<file path="src/rtl/l1_arb_pkg.sv">
// Shared types and defaults for the L1 instruction/data memory port arbiter.
// Holds no logic, so it adds no latency and has no backpressure of its own.
package l1_arb_pkg;

  typedef enum logic [1:0] {ARB_IDLE, ARB_I, ARB_D} arb_state_t;
  typedef enum logic {GNT_I, GNT_D} grant_t;

  localparam int DEF_STARVE_LIMIT = 4;
  localparam int DEF_TIMEOUT      = 64;

  // Width of a counter that must hold values 0..limit without wrapping.
  function automatic int cnt_w(input int limit);
    return $clog2(limit + 1);
  endfunction

endpackage

</file>
<file path="src/rtl/l1_arb_watchdog.sv">
// Counts busy cycles without an ack; pulses expire on busy cycle TIMEOUT.
// Latency: expire is combinational on the last waiting cycle; nothing stalls it.
module l1_arb_watchdog
  import l1_arb_pkg::*;
#(
  parameter int TIMEOUT = DEF_TIMEOUT
) (
  input  logic clk,
  input  logic reset,
  input  logic busy,
  input  logic ack,
  output logic expire
);

  localparam int WW = cnt_w(TIMEOUT);

  logic [WW-1:0] wd_cnt;

  assign expire = busy && !ack && (wd_cnt == WW'(TIMEOUT - 1));

  always_ff @(posedge clk) begin
    if (reset || !busy || ack || expire) wd_cnt <= '0;
    else                                 wd_cnt <= wd_cnt + 1'b1;
  end

endmodule

</file>
<file path="src/rtl/l1_mem_port_arbiter.sv">
// Shares one memory port between fetch (I) and data (D); ARB_ROUND_ROBIN_EN selects fair arbitration.
// Latency: 0 extra cycles on a 0-wait memory; waits stretch with m_ack, stalling the losing port.
module l1_mem_port_arbiter
  import l1_arb_pkg::*;
#(
  parameter int ADDR_W       = 32,
  parameter int DATA_W       = 32,
  parameter int STARVE_LIMIT = DEF_STARVE_LIMIT,
  parameter int TIMEOUT      = DEF_TIMEOUT
) (
  input  logic              clk,
  input  logic              reset,
  input  logic              i_req,
  input  logic [ADDR_W-1:0] i_addr,
  output logic [DATA_W-1:0] i_rdata,
  output logic              i_wait,
  input  logic              d_req,
  input  logic              d_we,
  input  logic [ADDR_W-1:0] d_addr,
  input  logic [DATA_W-1:0] d_wdata,
  output logic [DATA_W-1:0] d_rdata,
  output logic              d_wait,
  output logic              m_req,
  output logic              m_we,
  output logic [ADDR_W-1:0] m_addr,
  output logic [DATA_W-1:0] m_wdata,
  input  logic [DATA_W-1:0] m_rdata,
  input  logic              m_ack,
  output logic              err
);

  arb_state_t state;
  logic       err_q;
  logic       expire;
  logic       busy;
  logic       pick_i, pick_d;
  logic       gnt_i, gnt_d;
  logic       done;

`ifdef ARB_ROUND_ROBIN_EN
  grant_t last_gnt;
  assign pick_d = d_req && (!i_req || last_gnt == GNT_I);
`else
  localparam int SW = cnt_w(STARVE_LIMIT);
  logic [SW-1:0] starve_cnt;
  // D normally wins as the older instruction, unless I has been passed over too often.
  assign pick_d = d_req && !(i_req && starve_cnt == SW'(STARVE_LIMIT));
`endif

  assign pick_i = i_req && !pick_d;
  assign busy   = (state != ARB_IDLE);
  assign gnt_i  = (state == ARB_I) || (state == ARB_IDLE && pick_i);
  assign gnt_d  = (state == ARB_D) || (state == ARB_IDLE && pick_d);
  assign done   = m_ack || expire;

  assign m_req   = !reset && (gnt_i || gnt_d);
  assign m_we    = !reset && gnt_d && d_we;
  assign m_addr  = gnt_d ? d_addr : i_addr;
  assign m_wdata = gnt_d ? d_wdata : '0;

  // A timed-out port is released with zero data rather than left stalled forever.
  assign i_wait  = !reset && i_req && !(gnt_i && done);
  assign d_wait  = !reset && d_req && !(gnt_d && done);
  assign i_rdata = (!reset && i_req && gnt_i && m_ack) ? m_rdata : '0;
  assign d_rdata = (!reset && d_req && gnt_d && m_ack && !d_we) ? m_rdata : '0;
  assign err     = err_q || (expire && !reset);

  always_ff @(posedge clk) begin
    if (reset) begin
      state <= ARB_IDLE;
      err_q <= 1'b0;
`ifdef ARB_ROUND_ROBIN_EN
      last_gnt <= GNT_I;
`else
      starve_cnt <= '0;
`endif
    end else begin
      if (expire) err_q <= 1'b1;
      case (state)
        ARB_IDLE: begin
          if (!m_ack) begin
            if (pick_d)      state <= ARB_D;
            else if (pick_i) state <= ARB_I;
          end
        end
        default: if (done) state <= ARB_IDLE;
      endcase
`ifdef ARB_ROUND_ROBIN_EN
      if (state == ARB_IDLE && (pick_i || pick_d))
        last_gnt <= pick_d ? GNT_D : GNT_I;
`else
      if (!i_req || (state == ARB_IDLE && pick_i))
        starve_cnt <= '0;
      else if (state == ARB_IDLE && pick_d && starve_cnt != SW'(STARVE_LIMIT))
        starve_cnt <= starve_cnt + 1'b1;
`endif
    end
  end

  l1_arb_watchdog #(.TIMEOUT(TIMEOUT)) u_watchdog (
    .clk    (clk),
    .reset  (reset),
    .busy   (busy),
    .ack    (m_ack),
    .expire (expire)
  );

endmodule
</file>
<file path="config.mk">
export PLATFORM = sky130hd
export DESIGN_NAME = l1_mem_port_arbiter
export DESIGN_NICKNAME = d
export VERILOG_FILES = /design/src/rtl/l1_arb_pkg.sv /design/src/rtl/l1_arb_watchdog.sv /design/src/rtl/l1_mem_port_arbiter.sv
export SDC_FILE = /design/constraint.sdc
export NUM_CORES = 1
export LEC_CHECK = 0
export BUFFER_PORTS_ARGS = -buffer_cell sky130_fd_sc_hd__buf_2
export CORE_AREA = 2 2 103 105
export CTS_CLUSTER_SIZE = 12
export DETAILED_ROUTE_END_ITERATION = 10
export DIE_AREA = 0 0 105 107
export PLACE_DENSITY_LB_ADDON = 0.2
export SYNTH_ARGS = -nofsm -noshare
export SYNTH_HDL_FRONTEND = slang
export SYNTH_HIERARCHICAL = 1
export SYNTH_SLANG_ARGS = --single-unit
export TNS_END_PERCENT = 5
</file>
<file path="constraint.sdc">
create_clock -name clk -period 5.43 [get_ports clk]
set_clock_uncertainty 0.15 [all_clocks]
set_input_delay 0.543 -clock clk [delete_from_list [all_inputs] [get_ports clk]]
set_output_delay 0.543 -clock clk [all_outputs]
set_load 0.01 [all_outputs]
</file>
==> results_dict.tcl <==
set metrics [dict create \
    whs_path_depth 1 \
    root_buffer "clkbuf_8" \
    die_width_um 105 \
    setup_violations 0 \
    path_class "reg -> out" \
    path_clk_slew_ns 0.06 \
    cp-end-kind "output pin" \
    cp.arrival_ns 3.07 \
    cts_setup_buffers 0 \
    htree_levels 1 \
    ys_types 43 \
    clock_path_buffers 2 \
    grt-ovfl-total 0 \
    worstMarginPinSlew_ns 1.230 \
    min_period_ns 3.765 \
    clock-sinks 13 \
    area_growth_pct 71.79 \
    cpMostUsedCell "buf_4" \
    status "finished, final reports clean" \
    rsz0062_at_grt "no" \
    drive_gt1_share_pct 61.63 \
    stdcell_area_sq_um 3467 \
    track_usage_pct 15.11 \
    critical_path_cell_count 6 \
    syn_nets 405 \
    routed-via-count 2828 \
    cap_violations 0 \
    dp_hpwl_um 8078 \
    start_util_pct 20.00 \
    synthArstFlopShare_pct 0 \
    critPathRequiredTime_ns 4.74 \
    placed_area_sq_um 3420 \
    ys.flop_type "dfxtp_1" \
    slew_violations 0 \
    portBuffers 266 \
    ctsResizeCount 0 \
    critPathMaxStageDelay_ns 0.83 \
    yosysWarnings 6 \
    r2r_cells 7 \
    grt_pass1_vias 2564 \
    ys_ff_latch 13 \
    synthesis.area_sq_um 2018 \
    slowest_stage "nor2_4" \
    period_share_pct 69.34 \
    syn_area_per_cell_sq_um 7.531 \
    ios 267 \
    hold_path.startpoint "u_watchdog/wd_cnt[0]$_SDFF_PP0_" \
    critPathLaunch "state[1]$_SDFFE_PP0P_" \
    slew_headroom_pct 17.63 \
    final-hold-violation-count 0 \
    cts_tree "done" \
    start_kind "register" \
    clk_latency_ns 0.24 \
    routed_wl_um 9613 \
    routed_via_density 4.331 \
    ir_drop_uv 133.9 \
    crit_fanout 43 \
    max_freq_ghz 0.2656 \
    cts_hold_buf 0 \
    critPathBufInv 3 \
    drcViolationCount 0 \
    drt_iter0_drc 107 \
    wire_per_inst_um 14.72 \
    antenna_found_initial 2 \
    detail-route-antenna-nets 0 \
    dr.pass1.iters 4 \
    rows 37 \
    die_h_um 107 \
    dieArea_sq_um 11240 \
    power.density_nw_per_um2 130.4 \
    crit_chain "buf_4 -> and4b_2 -> nor2_4 -> buf_4 -> mux2_2 -> buf_2" \
    path_delay_family "simple AND/OR/NAND/NOR gates" \
    grt_max_degree 44 \
    hp-class "reg -> reg" \
    r2r-start "state[1]$_SDFFE_PP0P_" \
    leakage_nw 1.924 \
    core_area_sq_um 10090 \
    cts_buffers 3 \
    fin_setup_tns_ns 0 \
    ys_seq_area_share_pct 12.90 \
    synth_edf_count 0 \
    synthCells 268 \
    grt_first_pass_wirelength_um 13810 \
    place.gp.congestion 0.8695 \
    nets 654 \
]
[kinds of logic (layout without fill, tap and decap cells)]
kind of cell	count (synthesis)	in the layout	share of synthesized area [%]
xor+xnor	3	3	1.302
buf+inv	35	283	8.307
simple gates	160	160	46.06
other cells	0	1	0
flops	13	13	12.90
mux	32	32	21.02
compound gates	22	22	8.555
fa+ha+maj	3	3	1.860
[final timing paths]
path / endpoint / slack, ns
setup / recovery: m_addr[31] / 1.66
hold reg to reg: u_watchdog/wd_cnt[0]$_SDFF_PP0_ / 0.29
hold / removal: u_watchdog/wd_cnt[0]$_SDFF_PP0_ / 0.29
setup reg to reg: state[0]$_SDFFE_PP0P_ / 2.95
[layer usage]
metal  up-vias  global-route usage (%)  wire, um
li1       1428                       -         -
met1      1284                   17.96      3841
met2       108                   27.97      5045
met3         6                   3.526       651
met4         2                   2.476        61
met5         -                       0        13
[final cells by class]
| type | instances | area (sq um) |
|---|---|---|
| fill | 1133 | 6625 |
| multi-input combinational | 220 | 1598 |
| timing repair buffer | 269 | 1354 |
| sequential | 13 | 260.3 |
| tap | 136 | 170.2 |
| clock buffer | 4 | 45.04 |
| inverter | 10 | 37.54 |
| antenna | 1 | 2.502 |
[layout by cell type, fill, tap and decap left out, drive strengths merged, types with 2 or more instances in the layout]
cell type,n
a211oi,4
a21o,2
a21oi,3
and2,64
buf,269
clkbuf,4
dfxtp,13
ha,3
inv,10
mux2,32
nand2,2
nand3,37
nor2,10
nor3,34
nor3b,2
nor4b,2
o21ai,3
o21bai,2
xnor2,2
[cell usage after synthesis, types with 2 or more instances]
cell,instances,area (sq um)
buf_6,4,45.04
a211oi_1,4,30.03
nor2_1,7,26.28
o21ai_0,3,15.01
and2_1,64,400.4
a21o_1,2,15.01
clkbuf_1,16,60.06
nor3b_1,2,15.01
nor2_2,2,12.51
inv_1,9,33.78
nand2_1,2,7.510
a21oi_2,2,17.52
buf_2,5,25.02
nand3_1,37,185.2
dfxtp_1,13,260.3
o21bai_1,2,15.01
mux2_4,17,255.2
nor4b_1,2,17.52
ha_1,3,37.54
mux2_2,15,168.9
xnor2_1,2,17.52
nor3_1,34,170.2
[stage by stage]
step | setup slack [ns] | hold WS (ns) | total power, mW | util (%) | instances
5_1_grt | 1.419 | 0.3166 | 0.4840 | 34.35 | 653
6_report | 1.665 | 0.2939 | 0.4522 | 34.35 | 653
2_1_floorplan | 2.995 | 0.2675 | 0.2515 | - | 268
3_3_place_gp | 1.970 | 0.2810 | 0.3695 | 33.88 | 648
3_5_place_dp | 1.892 | 0.2877 | 0.3711 | 33.88 | 648
4_1_cts | 1.620 | 0.2994 | 0.4579 | 34.33 | 652
[registers in the layout (all words and copies together), names as in the netlist]
name / flops
starve_cnt: 3
u_watchdog/wd_cnt: 7
state: 2
err_q: 1
[report_power, final]
group          leakage, nW  switching (mW)  total (mW)  internal (mW)
clock               0.0228          0.0343      0.0860         0.0517
combinational         1.80           0.136       0.267          0.130
sequential           0.105         0.00229      0.0996         0.0973
(Power assumes the default switching activity.)
